===== src/rtl/definitions_pkg.sv =====
// rtl/definitions_pkg.sv - shared edge-class types, defaults and classifier for the strength window
package definitions_pkg;

  typedef enum logic [1:0] {
    CLS_NONE   = 2'b00,
    CLS_WEAK   = 2'b01,
    CLS_STRONG = 2'b10
  } edge_cls_t;

  typedef enum logic [1:0] {
    ST_FILL  = 2'd0,
    ST_RUN   = 2'd1,
    ST_DRAIN = 2'd2
  } sw_state_t;

  localparam int         DEF_IMG_W   = 640;
  localparam int         DEF_IMG_H   = 480;
  localparam logic [7:0] DEF_LOW_TH  = 8'd40;
  localparam logic [7:0] DEF_HIGH_TH = 8'd100;
  localparam int         STR_W       = 18;

  function automatic edge_cls_t classify(input logic [7:0] m,
                                         input logic [7:0] low_th,
                                         input logic [7:0] high_th);
    if (m >= high_th) return CLS_STRONG;
    if (m >= low_th) return CLS_WEAK;
    return CLS_NONE;
  endfunction

endpackage


===== src/rtl/line_buffer.sv =====
// rtl/line_buffer.sv - DEPTH-long delay line with shift enable, built as a circular RAM
module line_buffer #(
  parameter int DEPTH = 640,
  parameter int DW    = 2
) (
  input  logic          clk,
  input  logic          rst,
  input  logic          en,
  input  logic [DW-1:0] din,
  output logic [DW-1:0] dout
);

  localparam int            AW   = (DEPTH > 1) ? $clog2(DEPTH) : 1;
  localparam logic [AW-1:0] LAST = AW'(DEPTH - 1);

  logic [DW-1:0] mem [DEPTH];
  logic [AW-1:0] ptr;

  // The slot about to be overwritten holds the sample written DEPTH shifts ago.
  assign dout = mem[ptr];

  always_ff @(posedge clk) begin
    if (rst) begin
      ptr <= '0;
    end else if (en) begin
      ptr <= (ptr == LAST) ? '0 : ptr + 1'b1;
    end
  end

  always_ff @(posedge clk) begin
    if (en) begin
      mem[ptr] <= din;
    end
  end

endmodule


===== src/rtl/strength_window.sv =====
// rtl/strength_window.sv - classifies NMS magnitudes and emits a zero-padded 3x3 class window per pixel
module strength_window
  import definitions_pkg::*;
#(
  parameter int         IMG_W   = DEF_IMG_W,
  parameter int         IMG_H   = DEF_IMG_H,
  parameter logic [7:0] LOW_TH  = DEF_LOW_TH,
  parameter logic [7:0] HIGH_TH = DEF_HIGH_TH
) (
  input  logic             clk,
  input  logic             rst,
  input  logic [7:0]       mag,
  input  logic             mag_valid,
  output logic             mag_ready,
  output logic [STR_W-1:0] strength,
  output logic             str_valid
);

  localparam int PIX = IMG_W * IMG_H;
  localparam int CW  = $clog2(PIX);
  localparam int XW  = $clog2(IMG_W);
  localparam int YW  = $clog2(IMG_H);

  localparam logic [CW-1:0] FILL_LAST = CW'(IMG_W);
  localparam logic [CW-1:0] IN_LAST   = CW'(PIX - 1);
  localparam logic [XW-1:0] X_LAST    = XW'(IMG_W - 1);
  localparam logic [YW-1:0] Y_LAST    = YW'(IMG_H - 1);

  sw_state_t state, state_nxt;

  logic          accept;
  logic          shift_en;
  logic          out_en;
  logic [1:0]    cls_in;
  logic [1:0]    lb1_out, lb2_out;
  logic [CW-1:0] in_cnt;
  logic [XW-1:0] cx;
  logic [YW-1:0] cy;

  // Columns indexed by window row: 0 = line above, 2 = line below the centre.
  logic [1:0] col_l [3];
  logic [1:0] col_m [3];
  logic [1:0] col_r [3];
  logic [1:0] win   [9];
  logic [STR_W-1:0] win_masked;

  always_comb begin
    state_nxt = state;
    mag_ready = 1'b1;
    out_en    = 1'b0;
    case (state)
      ST_FILL: begin
        if (mag_valid && in_cnt == FILL_LAST) state_nxt = ST_RUN;
      end
      ST_RUN: begin
        out_en = mag_valid;
        if (mag_valid && in_cnt == IN_LAST) state_nxt = ST_DRAIN;
      end
      ST_DRAIN: begin
        mag_ready = 1'b0;
        out_en    = 1'b1;
        if (cx == X_LAST && cy == Y_LAST) state_nxt = ST_FILL;
      end
      default: state_nxt = ST_FILL;
    endcase
  end

  assign accept   = mag_valid & mag_ready;
  assign shift_en = accept | (state == ST_DRAIN);
  assign cls_in   = (state == ST_DRAIN) ? CLS_NONE : classify(mag, LOW_TH, HIGH_TH);

  always_ff @(posedge clk) begin
    if (rst) state <= ST_FILL;
    else     state <= state_nxt;
  end

  line_buffer #(.DEPTH(IMG_W), .DW(2)) u_lb1 (
    .clk  (clk),
    .rst  (rst),
    .en   (shift_en),
    .din  (cls_in),
    .dout (lb1_out)
  );

  line_buffer #(.DEPTH(IMG_W), .DW(2)) u_lb2 (
    .clk  (clk),
    .rst  (rst),
    .en   (shift_en),
    .din  (lb1_out),
    .dout (lb2_out)
  );

  // The incoming pixel sits at the bottom-right of the window being emitted.
  always_comb begin
    col_r[0] = lb2_out;
    col_r[1] = lb1_out;
    col_r[2] = cls_in;
    for (int r = 0; r < 3; r++) begin
      win[3*r]     = col_l[r];
      win[3*r + 1] = col_m[r];
      win[3*r + 2] = col_r[r];
    end
  end

  always_comb begin
    win_masked = '0;
    for (int i = 0; i < 9; i++) begin
      if (!((i < 3 && cy == '0) || (i >= 6 && cy == Y_LAST) ||
            (i % 3 == 0 && cx == '0) || (i % 3 == 2 && cx == X_LAST)))
        win_masked[2*i +: 2] = win[i];
    end
  end

  always_ff @(posedge clk) begin
    if (rst) begin
      for (int r = 0; r < 3; r++) begin
        col_l[r] <= CLS_NONE;
        col_m[r] <= CLS_NONE;
      end
    end else if (shift_en) begin
      col_l <= col_m;
      col_m <= col_r;
    end
  end

  // in_cnt tracks input pixels; cx/cy track the centre of the next window out.
  always_ff @(posedge clk) begin
    if (rst) begin
      in_cnt <= '0;
      cx     <= '0;
      cy     <= '0;
    end else begin
      if (accept) in_cnt <= (in_cnt == IN_LAST) ? '0 : in_cnt + 1'b1;
      if (out_en) begin
        if (cx == X_LAST) begin
          cx <= '0;
          cy <= (cy == Y_LAST) ? '0 : cy + 1'b1;
        end else begin
          cx <= cx + 1'b1;
        end
      end
    end
  end

  always_ff @(posedge clk) begin
    if (rst) begin
      strength  <= '0;
      str_valid <= 1'b0;
    end else begin
      str_valid <= out_en;
      if (out_en) strength <= win_masked;
    end
  end

endmodule


===== config.mk =====
export PLATFORM = sky130hd
export DESIGN_NAME = strength_window
export DESIGN_NICKNAME = d
export VERILOG_FILES = /design/src/rtl/definitions_pkg.sv /design/src/rtl/line_buffer.sv /design/src/rtl/strength_window.sv
export SDC_FILE = /design/constraint.sdc
export NUM_CORES = 2
export LEC_CHECK = 0
export ABC_CLOCK_PERIOD_IN_PS = 90800
export CAP_MARGIN = 20
export CORE_MARGIN = 1.5
export CORE_UTILIZATION = 45
export DETAILED_ROUTE_END_ITERATION = 10
export DONT_BUFFER_PORTS = 1
export GPL_ROUTABILITY_DRIVEN = 0
export PLACE_DENSITY = 0.58
export SYNTH_ARGS = -nofsm -noshare
export SYNTH_HDL_FRONTEND = slang
export SYNTH_SLANG_ARGS = --single-unit

===== constraint.sdc =====
create_clock -name clk -period 90.8 [get_ports clk]
set_input_delay 4.54 -clock clk [delete_from_list [all_inputs] [get_ports clk]]
set_output_delay 4.54 -clock clk [all_outputs]
set_load 0.01 [all_outputs]

# Yosys cells after proc, flatten, opt, wreduce, memory -nomap -nowiden
# Memories as Yosys holds them, arrays and structs flattened. A register that Yosys moved wholly into a read port is not among the register bits.
# Cells that the tools add are included.
# word_totals
latch_bits	0
output_inout_bits	20
memories	2
ff_bits	91
in_bits	11
romBits	0
elab_cells	81
ram_bits	2560
# mem_list
memory	depth	word_bits	read_ports	rd_ports_with_merged_regs	write_ports	line_no	text
u_lb1.mem	640	2	1	1	1	line_buffer.sv:16	logic [DW-1:0] mem [DEPTH];
u_lb2.mem	640	2	1	1	1	line_buffer.sv:16	
# op_classes
addsub	5
reduce_logical	12
bitwise	2
muxes	33
n_eq_ne	11
magnitude_cmp	2
shift	0
n_mul	0
div_mod_pow	0
# ops
op	n
10-bit 2-to-1 mux	7
2-bit 2-to-1 mux	16
10-bit by 1-bit adder with 10-bit output, second input constant	3
10-bit equality test, second input constant	3
19-bit by 1-bit adder with 19-bit output, second input constant	1
19-bit by 10-bit equality test with 1-bit output, second input constant	1
19-bit equality test, second input constant	1
19-bit 2-to-1 mux	1
10-bit zero test	1
9-bit by 1-bit adder with 9-bit output, second input constant	1
9-bit equality test, second input constant	1
9-bit zero test	1
9-bit 2-to-1 mux	1
8-bit by 6-bit >= comparator with 1-bit output, second input constant	1
8-bit by 7-bit >= comparator with 1-bit output, second input constant	1
1-bit 2-to-1 mux	6
2-bit inequality test, second input constant	3
2-bit one-hot mux with 3 select lines	1
1-bit logical OR	4
1-bit logical AND	3
3-bit AND reduction	1
2-bit by 1-bit equality test with 1-bit output, second input constant	1
2-bit equality test, second input constant	1
2-bit zero test	1
other kinds (4)	4

# Logic depth before layout (Yosys ltp)
# logic_depth
depth_word	7
mapped_depth	14
ltp_nobuf	10

# Hierarchy
# From an unflattened synthesis, not the netlist that was laid out.
# hier_totals
cells_unflattened	6715
area_unflattened_um2	109949.2
# by_module_without_submodules
mod	n_inst	seq_area_each_um2	area_each_um2	cells_each
line_buffer at u_lb1	1	38837.2	53362.4	3168
line_buffer at u_lb2	1	38837.2	53358.7	3168
strength_window	1	1421.4	3228.1	379

# Worst setup path before layout
# No wires, ideal clock.
# synth_path
path_kind	in2reg
startpoint	in mag[4]
endpoint	mem u_lb1.mem[0][0], data pin
setup_time_ns	4.969
n_path_buf	0
stages	4
arrival_time_ns	28.973
setup_slack_ns	56.858
required_time_ns	85.831
cell_sequence	or3_1 -> nand2_1 -> a21oi_1 -> nor3_1
# synth_via
elab_chain_cells	6
word_cells_on_any_way	9
classes_between	order compare (2); mux (7)
# synth_rtl
item	line_no	text
start: declaration	strength_window.sv:12	input logic [7:0] mag,
8-bit by 6-bit >= comparator with 1-bit output	definitions_pkg.sv:26	if (m >= low_th) return CLS_WEAK;
1-bit 2-to-1 mux (2 in a row)	definitions_pkg.sv:26	
2-bit 2-to-1 mux	definitions_pkg.sv:27	return CLS_NONE;
2-bit 2-to-1 mux (*)	definitions_pkg.sv:26	
2-bit 2-to-1 mux (*)	strength_window.sv:70	assign cls_in = (state == ST_DRAIN) ? CLS_NONE : classify(mag, LOW_TH, HIGH_TH);
net cls_in[0]	strength_window.sv:34	logic [1:0] cls_in;
end: declaration	line_buffer.sv:16	
# The timed path passes the listed nets; every way through them passes the cells marked *. The select of a mux whose other input is x is not followed.

# Worst setup path in the final report
# layout_path
startpoint	in mag[4]
endpoint	mem u_lb1.mem[68][1], data pin
# The elaborated chain is that of the path after synthesis.

==> flow_summary_export.csv <==
group,metric,value,unit
floorplan,io_pins,31,
placed_design,numPortBuffers,0,
floorplan,core-area,0.241,mm^2
yosys,synthFlopType,"edfxtp_1",
critical_path,cp_cell_sequence,"or3_1, a31oi_1, nor2_4, buf_12, buf_4, buf_16, buf_4, buf_4, buf_16",
critical_path,crit_type,"in -> reg",
cts,clk_path_buf_depth,4,
power,switchingPower,541,uW
cts,insertion_delay,930,ps
critical_path,max_stage_delay,810,ps
timing,finalCritPeriodShare,0.0838,
cts,cts-buffers-inserted,290,
cts,h-tree-depth,5,
grt,antenna_found_initial,4,
yosys,synth-compound-area-share,0.0258,
routing,via_per_inst,5.96,
routing,drt_wl_total,278,mm
timing,fin_crit,7610,ps
critical_path,crit_path_end_kind,"flip-flop",
critical_path,endpoint,"u_lb1.mem[68][1]",
critical_path,crit_required,91450,ps
yosys,synth_top_family_by_area,"multiplexers",
cells_and_area,final_net_count,6393,
critical_path,r2r_end,"u_lb2.mem[38][0]",
yosys,ys_seq_area_frac,0.726,
routing,avgRoutedWirePerCell,28.5,um
floorplan,chipWidth,495,um
power,switching_share,0.207,
floorplan,start_util,0.453,
grt,grt_pass1_vias,59700,
power,p_per_area,21.5,mW/mm^2
run,cap_violations,0,
timing,setup_viol,0,
placed_design,placed_area,0.112,mm^2
critical_path,crit_arrival,8260,ps
timing,tns,0,ps
grt,grtUsageTotal,0.226,
critical_path,cp_top_family,"buffers and inverters",
floorplan,die_area,0.245,mm^2
cells_and_area,drive_gt1_frac,0.190,
cells_and_area,layout_commonest_cell,"edfxtp_1",
placed_design,dp_hpwl,163,mm
routing,firstDrtPassIters,7,
yosys,synth_adder_area_share,0.00195,
floorplan,die_h,495,um
yosys,yosys.area_share.simple,0.0757,
yosys,synthCells,6373,
cts,cts_resized,0,
critical_path,path_depth,9,
timing,slew_headroom,0.162,
routing,drc,0,
yosys,synthMuxAreaShare,0.144,
yosys,yosysUniqueCellTypes,81,
critical_path,rrSetupSlack,83650,ps
critical_path,crit_fanout,224,
power,power.total,2610,uW
cells_and_area,final_cell_mix,"edfxtp_1, nor2_1, mux4_2",
power,p_comb_frac,0.046,
cts,clockRootBuffer,"clkbuf_16",
critical_path,path_common_cell,"buf_4",
grt,grt-ovfl-total,0,
run_status,status,"finished, final reports clean",
min_path,hp-class,"reg -> reg",
cts,cts_tree,"yes",
yosys,syn-mean-instance-area,17.1,um^2
cts,clkTransAtPathRegs,60,ps
yosys,synthesis.nets,6401,
power,p_clk_frac,0.428,
placed_design,dp_slack,81550,ps
timing,finalHoldViolations,0,
cells_and_area,syn2layout_area_growth,11.2,%
power,p_int,2070,uW
power,power.leakage,0.0355,uW
critical_path,timing.critical_path.from,"mag[4]",
timing,max_freq,131,MHz
timing,worst_slew_pin_slew,1260,ps
power,max-vdd-ir-drop,0.0000160,V
timing,rsz0062_at_grt,"no",
yosys,async_reset_ff_frac,0,
timing,setup_ws,83190,ps
routing,vias,58100,
grt,grt_max_degree,225,
cts,clkSinkCount,2671,
yosys,synth_area,0.109,mm^2
critical_path,ff2ff_path_depth,11,
routing,drtIter0Drc,5911,
cts,hold_buffers,0,
timing,clock_skew,41.7,ps
routing,ant_nets,0,
critical_path,critPathSlowestCell,"buf_4",
critical_path,worst_setup_path_start_kind,"primary input",
yosys,ys.warnings.count,0,
power,seq_power_share,0.527,
critical_path,critPathBufInv,6,
yosys,synth-xor-area-share,0.00362,
timing,slew_violations,0,
cts,post_cts_buffers,0,
grt,grt_pass1_wl,405,mm
cells_and_area,final_cell_area,0.121,mm^2
floorplan,fp-row-count,180,
yosys,ys_ff_latch,2671,
yosys,synth_edf_count,2560,
-- power by group through the flow --
stage / registers (uW) / logic (uW) / clock network (uW)
after global placement: 1400 / 119 / 0
after floorplan: 1430 / 85.9 / 0
after detailed placement: 1400 / 121 / 0
after CTS: 1370 / 121 / 1130
final: 1370 / 119 / 1120
after global routing: 1370 / 128 / 1180
-- synth_stat cells (all sizes together) (12+ instances only) --
cell type	count	area, um^2
dfxtp	111	2220
o22ai	16	100
nand2b	19	119
and3	27	169
mux4	649	14700
a221oi	31	272
o211ai	14	105
inv	23	86.3
o21ai	45	229
xor2	33	289
edfxtp	2560	76900
nor3	34	170
nand4	20	125
nor2	1386	5200
clkbuf	287	1080
xnor2	12	105
a22oi	110	826
mux2	27	304
nand2	280	1050
and2	18	113
a22o	20	175
mux2i	61	611
nor2b	31	194
nand3	107	536
nor3b	16	125
ha	17	213
nor4	14	93.8
buf	199	1350
a21oi	71	355
-- worst min-delay path: stages, from the launching register on --
cell	delay, ps
dfxtp_1	310
nand2_1	50
a21oi_1	50
-- stage by stage --
step,instances,util,hold slack (ps)
2_1_floorplan,6373,-,432
3_3_place_gp,9243,0.466,436
3_5_place_dp,9253,0.467,439
4_1_cts,9750,0.503,445
5_1_grt,9757,0.504,475
6_report,9757,0.504,446
-- how the worst min path moves through the flow --
stage,startpoint,end,cells after the start
2_1_floorplan,col_l[4],col_l[4],2
3_5_place_dp,col_l[0],col_l[0],2
4_1_cts,col_l[0],col_l[0],2
6_report,col_l[0],col_l[0],2
3_3_place_gp,col_l[1],col_l[1],2
5_1_grt,col_l[4],col_l[4],2
-- flip-flops by register name (all words and copies together), names as in the netlist, 9 cells and up, named ones only --
signal	flops
u_lb1.ptr	10
u_lb2.ptr	10
cy	9
strength	18
u_lb2.mem	1280
u_lb1.mem	1280
cx	10
in_cnt	19
-- cell families after synthesis --
family,Yosys count
compound gates,395
fa+ha+maj,17
mux,737
simple gates,1997
xor+xnor,45
flops,2671
buf+inv,511
-- cell type report --
class / count / area [um^2]
Antenna cell: 2 / 5.00
Clock buffer: 370 / 7780
Clock inverter: 127 / 1050
Fill cell: 19800 / 119000
Inverter: 25 / 93.8
Multi-Input combinational cell: 3191 / 27400
Sequential cell: 2671 / 79100
Tap cell: 3185 / 3990
Timing Repair Buffer: 186 / 1680
-- per-layer routing --
| layer | vias up | part of all wire | GRT usage | wire [um] |
|---|---|---|---|---|
| met5 | - | 0 | 0 | 0 |
| met4 | 0 | 0.034 | 0.0743 | 9370 |
| met3 | 493 | 0.064 | 0.0347 | 17800 |
| met2 | 2175 | 0.51 | 0.384 | 140000 |
| met1 | 30600 | 0.40 | 0.299 | 110000 |
| li1 | 24800 | - | - | - |
Power figures use the tool's default switching activity.
